### src/rtl/serial_adder_ctrl.sv
// serial_adder_ctrl: bit-serial unsigned adder (LSB first, one bit per clock)
// with valid/ready handshakes on the operand and result sides.
module serial_adder_ctrl #(
   parameter int WIDTH = 8
) (
   input  logic             clk,
   input  logic             rst,
   input  logic             in_valid,
   output logic             in_ready,
   input  logic [WIDTH-1:0] A,
   input  logic [WIDTH-1:0] B,
   output logic             out_valid,
   input  logic             out_ready,
   output logic [WIDTH-1:0] Sum,
   output logic             Carry,
   output logic             busy
);
   localparam int CW = $clog2(WIDTH);
   typedef enum logic [1:0] {IDLE, RUN, DONE} state_t;
   state_t state_q, state_d;
   logic [WIDTH-1:0] a_q, a_d, b_q, b_d, sum_q, sum_d;
   logic carry_q, carry_d, c_q, c_d;
   logic [CW-1:0] cnt_q, cnt_d;
   logic p, g, s, c_next, last;
   always_comb begin
      state_d = state_q;
      a_d = a_q;
      b_d = b_q;
      sum_d = sum_q;
      carry_d = carry_q;
      c_d = c_q;
      cnt_d = cnt_q;
      p = a_q[0] ^ b_q[0];
      g = a_q[0] & b_q[0];
      s = p ^ c_q;
      c_next = g | (p & c_q);
      last = cnt_q == CW'(WIDTH - 1);
      case (state_q)
         IDLE: if (in_valid) begin
            state_d = RUN;
            a_d = A;
            b_d = B;
            c_d = 1'b0;
            cnt_d = '0;
         end
         RUN: begin
            a_d = a_q >> 1;
            b_d = b_q >> 1;
            sum_d = {s, sum_q[WIDTH-1:1]};
            c_d = c_next;
            // counter holds on the final bit so it never wraps
            cnt_d = last ? cnt_q : cnt_q + CW'(1);
            if (last) begin
               state_d = DONE;
               carry_d = c_next;
            end
         end
         DONE: if (out_ready) state_d = IDLE;
         default: state_d = IDLE;
      endcase
   end
   always_ff @(posedge clk or posedge rst) begin
      if (rst) begin
         state_q <= IDLE;
         a_q <= '0;
         b_q <= '0;
         sum_q <= '0;
         carry_q <= 1'b0;
         c_q <= 1'b0;
         cnt_q <= '0;
      end else begin
         state_q <= state_d;
         a_q <= a_d;
         b_q <= b_d;
         sum_q <= sum_d;
         carry_q <= carry_d;
         c_q <= c_d;
         cnt_q <= cnt_d;
      end
   end
   assign in_ready = state_q == IDLE;
   assign out_valid = state_q == DONE;
   assign busy = state_q != IDLE;
   assign Sum = sum_q;
   assign Carry = carry_q;
endmodule

### config.mk
export PLATFORM = sky130hd
export DESIGN_NAME = serial_adder_ctrl
export DESIGN_NICKNAME = d
export VERILOG_FILES = /design/src/rtl/serial_adder_ctrl.sv
export SDC_FILE = /design/constraint.sdc
export NUM_CORES = 1
export LEC_CHECK = 0
export CAP_MARGIN = 20
export CORE_UTILIZATION = 35
export DETAILED_ROUTE_END_ITERATION = 10
export DONT_BUFFER_PORTS = 1
export GPL_ROUTABILITY_DRIVEN = 0
export PLACE_DENSITY = 0.55
export REMOVE_ABC_BUFFERS = 1
export SYNTH_ARGS = -nofsm -noshare
export SYNTH_HDL_FRONTEND = slang
export SYNTH_SLANG_ARGS = --single-unit
### constraint.sdc
create_clock -name clk -period 1.6 [get_ports clk]
set_input_delay 0.16 -clock clk [delete_from_list [all_inputs] [get_ports clk]]
set_output_delay 0.16 -clock clk [all_outputs]
set_load 0.03 [all_outputs]
; Word level (Yosys, flattened, before mapping)
; Cells that the tools add are included.
[op_classes]
n_reduce_logical = 7
n_eq_ne = 7
add_sub_neg = 1
muxes = 13
bitwise_logic = 5
[ops]
columns = cell, n
row1 = case mux 8 bit (2 select lines), 2
row2 = two-way mux 8 bit, 2
row3 = two-way mux 2 bit, 3
row4 = two-way mux 3 bit, 2
row5 = != test 2 bit (second input constant), 3
row6 = case mux 2 bit (3 select lines), 1
row7 = case mux 3 bit (2 select lines), 1
row8 = AND reduction 3 bit, 2
row9 = AND reduction 2 bit, 2
row10 = nonzero test 2 bit, 2
row11 = adder 3 x 1 -> 3 bit (second input constant), 1
row12 = == test 3 bit (second input constant), 1
row13 = AND 1 bit, 2
row14 = == test 2 x 1 -> 1 bit (second input constant), 1
row15 = == test 2 bit (second input constant), 1
row16 = logical NOT 2 bit, 1
row17 = != test 2 x 1 -> 1 bit (second input constant), 1
row18 = case mux 1 bit (2 select lines), 1
row19 = bitwise XOR 1 bit, 2
row20 = two-way mux 1 bit, 1
row21 = bitwise OR 1 bit, 1
[totals]
elab_cells = 40
input_bits = 20
output_inout_bits = 12
ff_bits = 31

; Logic depth before layout (Yosys ltp)
; Gate-level depths: netlist of the first run.
[depth]
depth_word = 4
ltp_mapped = 4
mapped_depth_nobuf = 4

; Worst setup path before layout of the first run
; No wires, ideal clock.
[synth_timing]
kind = reg2out
startpoint = register state_q[0]
endpoint = output busy
slack_ps = 184
path_buffers = 1
arrival_time_ps = 1256
path_stages_with_launch = 4
required_ps = 1440
cell_sequence = dfrtp_1 -> buf_6 -> nor2_2 -> inv_1
[synth_via]
elab_chain_len = 1
[synth_lines]
columns = item, line
row1 = "start, declared", 20  ; state_t state_q, state_d;
row2 = "start signal, assigned", 72  ; state_q <= state_d;
row3 = nonzero test 2 bit, 83  ; assign busy = state_q != IDLE;
row4 = "end, declared", 16  ; output logic busy
; Every way passes these cells.

; Worst setup path after layout of the first run
[layout_timing]
startpoint = register state_q[0]
endpoint = output out_valid
[layout_via]
elab_chain_len = 1
[layout_lines]
columns = item, line
row1 = == test 2 bit, 82  ; assign out_valid = state_q == DONE;
row2 = "end, declared", 12  ; output logic out_valid,
; Every way passes these cells.

==> results.json, run 1 <==
{
  "worstPathArrival_ns": 1.32,
  "port_buffers": 0,
  "pin_count": 32,
  "synth.most_common_cell": "dfrtp_1",
  "finClkSkew_ns": 0.00362,
  "async_flop_share": 1.00,
  "cts_htree_levels": 2,
  "yosysTopAreaCell": "dfrtp_1",
  "drive_above_1_share": 0.213,
  "ys_seq_elements": 31,
  "r2r_end": "cnt_q[0]",
  "root_buffer": "clkbuf_8",
  "setup.worst_path.start": "state_q[0]",
  "viasPerCell": 5.44,
  "hold_end": "state_q[1]",
  "worst_slew_pin_slew_ns": 0.468,
  "synth_flop_cell": "dfrtp_1",
  "dieArea_sq_um": 4720,
  "clock_sinks": 31,
  "fmax_mhz": 676,
  "antenna_left": 0,
  "postLayoutCoreUtil": 0.411,
  "end_kind": "output port",
  "leakage_nw": 0.738,
  "fin_crit_sh": 0.924,
  "yosysWarnings": 0,
  "ys_types": 33,
  "vdd_drop_max_mv": 1.02,
  "crit_chain": "buf_4 -> nand2b_1 -> inv_2",
  "cts_tree": "done",
  "synth-edff-count": 0,
  "post_drt_wl_per_cell_um": 15.8,
  "grt-ovfl-total": 0,
  "areaGrowthSynthToFinish_pct": 9.49,
  "synthTopCellsByCount": "dfrtp_1 (31), inv_1 (19), mux2_2 (9), nor4b_1 (9), nor3b_1 (7)",
  "crit_path_max_fanout": 23,
  "yosysSeqAreaShare": 0.498,
  "placementRows": 23,
  "synth_top_area_frac": 0.498,
  "cp-start-kind": "flip-flop",
  "hold_path.startpoint": "out_ready",
  "antenna_found_initial": 0,
  "die_h_um": 68.7,
  "setup_violations": 0,
  "drc": 0,
  "hold_viol": 0,
  "cts_setup_buffers": 0,
  "drv_slew": 0,
  "drv_cap": 0,
  "power.total_mw": 3.60,
  "slowest_delay_ns": 0.48,
  "setup_tns_ns": 0,
  "drtPass1Iterations": 4,
  "hold_path.class": "input port to flip-flop",
  "grt_max_degree": 32,
  "outcome": "finished clean",
  "grtUsageTotal": 0.138,
  "coreArea_sq_um": 4140,
  "clk_pin_slew_ns": 0.06,
  "whs_path_depth": 1,
  "diodes": 0,
  "synthTopCellsByArea": "dfrtp_1 (50%), mux2_2 (6.5%), nor4b_1 (5.1%)",
  "slew_headroom": 0.687,
  "grt_pass1_vias": 1024,
  "syn_area_sq_um": 1560,
  "rsz0062_at_grt": "false",
  "rrSetupSlack_ns": 0.16,
  "start_util": 0.376,
  "drt-initial-drc-count": 69,
  "nets": 158,
  "worstPathRequired_ns": 1.44,
  "dp_hpwl_um": 2010,
  "rr_worst_depth": 4,
  "wl_um": 2940,
  "layout_min_cycle_time_ns": 1.48,
  "powerDensity_nw_per_um2": 2110,
  "grt_pass1_wl_um": 4730,
  "crit_slowest_cell": "dfrtp_2",
  "worstSetupPathType": "flip-flop to output port",
  "cts-buffers-inserted": 5,
  "insertion_delay_ns": 0.27,
  "die_w_um": 68.7,
  "vias": 1011,
  "regToRegStartpoint": "cnt_q[0]",
  "synth_cells": 132,
  "synth.avg_cell_area_sq_um": 11.8,
  "clk_path_buf_depth": 2
}
[through the flow]
stage,instances,area [sq um],setup WS [ns],hold slack [ns]
after floorplan,122,1480,0.0337,0.264
after global placement,177,1590,0.222,0.152
after detailed placement,177,1590,0.164,0.160
after CTS,186,1700,0.0381,0.0255
after global routing,186,1700,0.0470,0.0406
final,186,1700,0.122,0.0350
[worst max-delay path by stage]
stage / endpoint / slack, ns / cells after the start
after floorplan: busy / 0.03 / 2
after global placement: cnt_q[0] / 0.22 / 4
after detailed placement: cnt_q[0] / 0.16 / 4
after CTS: out_valid / 0.04 / 3
after global routing: out_valid / 0.05 / 3
final: out_valid / 0.12 / 3
[cells by family (layout without fill, tap and decap cells)]
| group | Yosys count | in the layout | synth area share |
|---|---|---|---|
| and+or+nand+nor | 36 | 36 | 0.169 |
| DFF | 31 | 31 | 0.498 |
| buffers and inverters | 29 | 33 | 0.0981 |
| AOI/OAI and AO/OA | 24 | 24 | 0.141 |
| muxes | 9 | 9 | 0.0651 |
| adders and majority gates | 3 | 3 | 0.0289 |
[report_power, final]
group / internal [mW] / leakage (nW) / switching, mW
Combinational: 0.652 / 0.322 / 0.626
Clock: 0.392 / 0.0515 / 0.263
Sequential: 1.16 / 0.365 / 0.505
Total: 2.21 / 0.738 / 1.39
[layer usage]
metal,part of all wire,track usage,wire length [um]
met2,0.51,0.235,1490
met4,0.0027,0.0365,8
met5,0,0,0
met1,0.43,0.166,1280
met3,0.054,0.0461,159
[registers in the layout, indices dropped and copies added (netlist names)]
register and cells:
Sum 8, cnt_q 3, c_q 1, b_q 8, state_q 2, a_q 8
Carry 1
[repair_timing]
item,4_1_cts,5_1_grt
resized for setup,1,2
hold buffers,1,0
endpoints found under the setup margin,1,3
endpoints found under the hold margin,31,0
[critical path, delay by kind of cell (launching register included)]
family,cells,cell delay (ns)
DFF,1,0.48
buffers and inverters,2,0.37
and+or+nand+nor,1,0.19
[cell usage in the layout, fill, tap and decap left out, types with 2 or more instances in the layout]
cell / instances
dfrtp_1: 30
inv_1: 18
mux2_2: 9
nor4b_1: 9
nor3b_1: 7
clkbuf_8: 7
nand2b_1: 6
a211oi_1: 6
nor2b_1: 5
a222oi_1: 5
buf_4: 4
nand3_1: 2
o221ai_1: 2
a32o_1: 2
nor2_1: 2
a221oi_1: 2
ha_1: 2
[final cells by class]
| type | count | area, sq um |
|---|---|---|
| clock buffers | 8 | 100 |
| fillers | 426 | 2440 |
| inverters | 19 | 71.3 |
| multi-input cells | 72 | 633 |
| flip-flops and latches | 31 | 777 |
| well taps | 50 | 62.6 |
| repair buffers | 6 | 60.1 |
Power figures use the tool's default switching activity.
==> run 2, diff against run 1 <==
--- a/config.mk
+++ b/config.mk
@@ -7,6 +7,7 @@
 export LEC_CHECK = 0
 export CAP_MARGIN = 20
 export CORE_UTILIZATION = 35
+export CTS_BUF_LIST = sky130_fd_sc_hd__clkbuf_16
 export DETAILED_ROUTE_END_ITERATION = 10
 export DONT_BUFFER_PORTS = 1
 export GPL_ROUTABILITY_DRIVEN = 0
==> run 2 against run 1 <==
  * Worst setup slack improved by 0.0023 ns
  * Core utilization rose by 0.88 points
  * Critical path type unchanged
  * Sequential share of layout area fell by 0.95 points
  * Die area did not move
==> results.json, run 2 (synthesis gave the netlist of run 1 again) <==
{
  "setup_tns_ns": 0,
  "areaGrowthSynthToFinish_pct": 11.8,
  "drt-initial-drc-count": 65,
  "rsz0062_at_grt": "false",
  "drtPass1Iterations": 4,
  "diodes": 0,
  "placementRows": 23,
  "cts_setup_buffers": 0,
  "postLayoutCoreUtil": 0.420,
  "vias": 1024,
  "crit_slowest_cell": "dfrtp_2",
  "holdWs_ns": 0.0320,
  "dp_hpwl_um": 2010,
  "clock_sinks": 31,
  "post_drt_wl_per_cell_um": 16.3,
  "crit_chain": "buf_4 -> nand2b_1 -> inv_2",
  "slowest_delay_ns": 0.48,
  "final_common_cell": "dfrtp_1",
  "drv_slew": 0,
  "multi_input_area_sq_um": 633,
  "nets": 158,
  "fmax_mhz": 677,
  "die_w_um": 68.7,
  "cts-buffers-inserted": 5,
  "end_kind": "output port",
  "hold_viol": 0,
  "antenna_found_initial": 0,
  "start_util": 0.376,
  "worstSetupPathType": "flip-flop to output port",
  "setup_violations": 0,
  "worstPathRequired_ns": 1.44,
  "grt_pass1_vias": 1024,
  "ff_latch_area_sq_um": 777,
  "wl_um": 3030,
  "drc": 0,
  "layout_min_cycle_time_ns": 1.48,
  "die_h_um": 68.7,
  "port_buffers": 0,
  "crit_path_max_fanout": 23,
  "antenna_left": 0,
  "viasPerCell": 5.51,
  "cts_htree_levels": 2,
  "layout_common_cells": "dfrtp_1 (30), inv_1 (19), mux2_2 (9), nor4b_1 (9), nor3b_1 (7)",
  "coreArea_sq_um": 4140,
  "leakage_nw": 0.757,
  "clk_path_buf_depth": 2,
  "grt-ovfl-total": 0,
  "drv_cap": 0,
  "insertion_delay_ns": 0.27,
  "dieArea_sq_um": 4720,
  "grt_pass1_wl_um": 4860,
  "worstPathArrival_ns": 1.32,
  "outcome": "finished clean",
  "powerDensity_nw_per_um2": 2190,
  "slew_headroom": 0.689,
  "root_buffer": "clkbuf_16",
  "finClkSkew_ns": 0.00269,
  "drive_above_1_share": 0.199,
  "cp-start-kind": "flip-flop",
  "fin_crit_sh": 0.923,
  "cts_tree": "done",
  "fill_cells": 424,
  "clk_pin_slew_ns": 0.05,
  "hold_path.class": "input port to flip-flop",
  "grtUsageTotal": 0.144,
  "vdd_drop_max_mv": 0.859,
  "pin_count": 32,
  "worst_slew_pin_slew_ns": 0.465,
  "grt_max_degree": 32
}
==> run 2: cell count changes in the layout (fill, tap and decap cells not counted), sizes merged <==
| cell | before | now |
|---|---|---|
| clkinv | 0 | 2 |
| clkbuf | 8 | 5 |
| inv | 19 | 20 |
==> run 2: routing by layer <==
layer | part of all wire | GRT usage | vias up
met5 | 0 | 0 | -
met4 | 0.0083 | 0.0547 | 0
met3 | 0.046 | 0.0444 | 4
met2 | 0.50 | 0.239 | 22
met1 | 0.45 | 0.174 | 517
li1 | - | - | 481
==> run 2: critical path: cells and delay by family (launching register included) <==
kind / cells / cell delay (ns)
buf+inv: 2 / 0.37
simple gates: 1 / 0.19
flops: 1 / 0.48
==> run 2: final cells by class <==
type / count / area share
clock inverter: 3 / 0.00647
tap: 50 / 0.0359
multi-input combinational: 72 / 0.364
clock buffer: 5 / 0.0719
timing repair buffer: 6 / 0.0345
inverter: 19 / 0.0410
sequential: 31 / 0.446
==> run 2: worst paths after layout <==
kind	start	endpoint	slack [ns]	cells after the start
worst max-delay path	state_q[0]	out_valid	0.12	3
max in group asynchronous	rst	state_q[0]	0.86	3
worst min register to register	a_q[7]	a_q[7]	0.50	1
worst min-delay path	out_ready	state_q[1]	0.03	1
worst max register to register	cnt_q[0]	cnt_q[0]	0.17	4
min in group asynchronous	rst	Sum[5]	0.42	3
==> run 2: stage by stage <==
step / area [sq um] / cells / worst slack, ns / power, mW
after floorplan: 1480 / 122 / 0.0337 / 2.61
after global placement: 1590 / 177 / 0.222 / 2.89
after detailed placement: 1590 / 177 / 0.164 / 2.98
after CTS: 1730 / 186 / 0.00355 / 3.86
after global routing: 1740 / 186 / 0.0588 / 4.09
final: 1740 / 186 / 0.124 / 3.81
==> run 2: power by group <==
group          internal (mW)  switching, mW
Sequential              1.16          0.506
Clock                  0.558          0.308
Combinational          0.652          0.626
==> run 2: repair_timing <==
action | 4_1_cts | 5_1_grt
hold buffers | 1 | 0
endpoints found under the hold margin | 31 | 0
resized for setup | 0 | 3
setup endpoints to repair | 0 | 3
==> run 3, diff against run 2 <==
--- a/config.mk
+++ b/config.mk
@@ -5,6 +5,7 @@
 export SDC_FILE = /design/constraint.sdc
 export NUM_CORES = 1
 export LEC_CHECK = 0
+export ABC_AREA = 1
 export CAP_MARGIN = 20
 export CORE_UTILIZATION = 35
 export CTS_BUF_LIST = sky130_fd_sc_hd__clkbuf_16
@@ -12,6 +13,7 @@
 export DONT_BUFFER_PORTS = 1
 export GPL_ROUTABILITY_DRIVEN = 0
 export PLACE_DENSITY = 0.55
+export RECOVER_POWER = 50
 export REMOVE_ABC_BUFFERS = 1
 export SYNTH_ARGS = -nofsm -noshare
 export SYNTH_HDL_FRONTEND = slang
==> constraint.sdc (replaced) <==
create_clock -name clk -period 1.8 [get_ports clk]
set_input_delay 0.18 -clock clk [delete_from_list [all_inputs] [get_ports clk]]
set_output_delay 0.18 -clock clk [all_outputs]
set_load 0.03 [all_outputs]
==> run 3 against run 2 <==
  * Wire length is 2.1% lower
  * Largest cell class unchanged
  * Cell area is 3.8% lower
  * Critical endpoint is now cnt_q[2]
  * Highest routed layer unchanged
  * Via count is 14% higher
  * Power is 14% lower
  * Cell count is 31% higher
==> results.json, run 3 <==
{
  "outcome": "finished clean",
  "worstPathRequired_ns": 2.01,
  "pre_cts_ws_ns": 0.218,
  "worstPathArrival_ns": 1.78,
  "fill_cells": 413,
  "synth-edff-count": 0,
  "drv_cap": 0,
  "cts-buffers-inserted": 5,
  "slew_headroom": 0.487,
  "setup_tns_ns": 0,
  "drv_slew": 0,
  "crit_path_max_fanout": 24,
  "r2r_end": "cnt_q[2]",
  "powerDensity_nw_per_um2": 1970,
  "grt.met1_usage": 0.192,
  "crit_chain": "inv_2 -> nand2_2 -> nor2_1 -> nand2_1 -> nand2_1",
  "dieArea_sq_um": 4460,
  "drive_above_1_share": 0.108,
  "start_util": 0.365,
  "path_common_cell": "nand2_1",
  "async_flop_share": 1.00,
  "drc": 0,
  "regToRegStartpoint": "state_q[1]",
  "slowest_delay_ns": 0.42,
  "synthTopCellsByCount": "nand2_1 (106), dfrtp_1 (31), nand3_1 (17)",
  "grt_use_met3": 0.0599,
  "wl_um": 2960,
  "layout_common_cells": "nand2_1 (106), dfrtp_1 (31), nand3_1 (17), inv_1 (7), clkbuf_16 (5)",
  "worst_slew_pin_slew_ns": 0.770,
  "viasPerCell": 4.80,
  "end_kind": "flip-flop",
  "leakage_nw": 0.930,
  "coreArea_sq_um": 4030,
  "nets": 216,
  "yosysTopAreaCell": "dfrtp_1",
  "antenna_left": 0,
  "clk_path_buf_depth": 2,
  "fin_ws_ns": 0.228,
  "synth_top_area_frac": 0.528,
  "synth.most_common_cell": "nand2_1",
  "grt-ovfl-total": 0,
  "multi_input_area_sq_um": 613,
  "grt.busiest_layer": "met2",
  "insertion_delay_ns": 0.27,
  "cts_tree": "done",
  "clock_sinks": 31,
  "worstSetupPathType": "flip-flop to flip-flop",
  "areaGrowthSynthToFinish_pct": 14.0,
  "yosysSeqAreaShare": 0.528,
  "finClkSkew_ns": 0.00329,
  "crit_slowest_cell": "dfrtp_1",
  "vias": 1170,
  "rsz0062_at_grt": "false",
  "setup.worst_path.start": "state_q[1]",
  "synth_flop_cell": "dfrtp_1",
  "synthTopCellsByArea": "dfrtp_1 (53%), nand2_1 (27%), nand3_1 (5.8%)",
  "die_w_um": 66.8,
  "ys_seq_elements": 31,
  "port_buffers": 0,
  "ys_types": 16,
  "drt-initial-drc-count": 80,
  "die_h_um": 66.8,
  "grt_pass1_vias": 1139,
  "root_buffer": "clkbuf_16",
  "clk_pin_slew_ns": 0.05,
  "use_met2": 0.239,
  "yosysWarnings": 0,
  "rrSetupSlack_ns": 0.23,
  "syn_area_sq_um": 1470,
  "fmax_mhz": 636,
  "synth_cells": 187,
  "ff_latch_area_sq_um": 776,
  "antenna_found_initial": 0,
  "synth.avg_cell_area_sq_um": 7.86,
  "layout_min_cycle_time_ns": 1.57,
  "grtUsageTotal": 0.155,
  "final_common_cell": "nand2_1",
  "dp_hpwl_um": 1990,
  "rr_worst_depth": 5,
  "cp-start-kind": "flip-flop",
  "crit_end": "cnt_q[2]",
  "fin_crit_sh": 0.873,
  "cts_setup_buffers": 0,
  "grt_max_degree": 32,
  "drtPass1Iterations": 4,
  "cts_htree_levels": 2,
  "placementRows": 23,
  "post_drt_wl_per_cell_um": 12.1,
  "vdd_drop_max_mv": 0.760,
  "pin_count": 32,
  "grt_pass1_wl_um": 5090,
  "diodes": 0,
  "hold_path.class": "input port to flip-flop",
  "hold_viol": 0,
  "setup_violations": 0
}
-- run 3: changes by cell type in the layout (fill, tap and decap cells not counted), moves of 6 or more --
cell | previous run | this run
nand2_1 | 0 | 106
mux2_2 | 9 | 0
nor3b_1 | 7 | 0
nand3_1 | 2 | 17
a211oi_1 | 6 | 0
inv_1 | 19 | 7
nor4b_1 | 9 | 0
nand2b_1 | 6 | 0
-- run 3: cells by family after synthesis --
logic type	Yosys count	share of synthesized area
DFF	31	0.528
and+or+nand+nor	130	0.357
AOI/OAI and AO/OA	6	0.0298
buffers and inverters	17	0.0545
adders and majority gates	3	0.0307
-- run 3: how the worst min path moves through the flow --
stage          startpoint          to  cells past startpoint
6_report        out_ready  state_q[1]                      1
5_1_grt         out_ready  state_q[1]                      1
4_1_cts         out_ready  state_q[1]                      1
3_5_place_dp          rst    cnt_q[1]                      2
3_3_place_gp          rst    cnt_q[2]                      2
2_1_floorplan         rst       Carry                      1
-- run 3: layer usage --
metal,wire (um),part of all wire,vias to the layer above
met3,222,0.075,5
met1,1290,0.44,552
met2,1400,0.47,27
li1,-,-,586
met4,44,0.015,0
met5,0,0,-
-- run 3: per-stage QoR --
| step | power (mW) | area, sq um | util | hold WS (ns) | std cells |
|---|---|---|---|---|---|
| 2_1_floorplan | 2.21 | 1430 | - | 0.278 | 180 |
| 3_3_place_gp | 2.47 | 1530 | 0.379 | 0.175 | 235 |
| 3_5_place_dp | 2.54 | 1530 | 0.379 | 0.175 | 235 |
| 4_1_cts | 3.34 | 1680 | 0.416 | 0.000906 | 244 |
| 5_1_grt | 3.59 | 1670 | 0.416 | 0.0000840 | 244 |
| 6_report | 3.29 | 1670 | 0.416 | 0.00317 | 244 |
-- run 3: power breakdown --
part           total, mW  internal, mW  switching (mW)
sequential          1.35         0.992           0.356
combinational       1.16         0.387           0.769
clock              0.788         0.503           0.286
total               3.29          1.88            1.41
-- run 3: timing repair --
action | CTS | global route
hold buffers | 1 | 0
endpoints found under the hold margin | 31 | 0
gates resized for setup | 0 | 0
-- run 3: worst max-delay path, delay by kind of cell (launching register included) --
kind                   cells  cell delay, ns
and+or+nand+nor            4            0.80
buffers and inverters      1            0.28
DFF                        1            0.42
-- run 3: final cells by class --
class	instances	area share
Clock buffer	5	0.0747
Clock inverter	3	0.00897
Inverter	10	0.0224
Multi-Input combinational cell	139	0.366
Sequential cell	31	0.463
Tap cell	50	0.0374
Timing Repair Buffer	6	0.0269
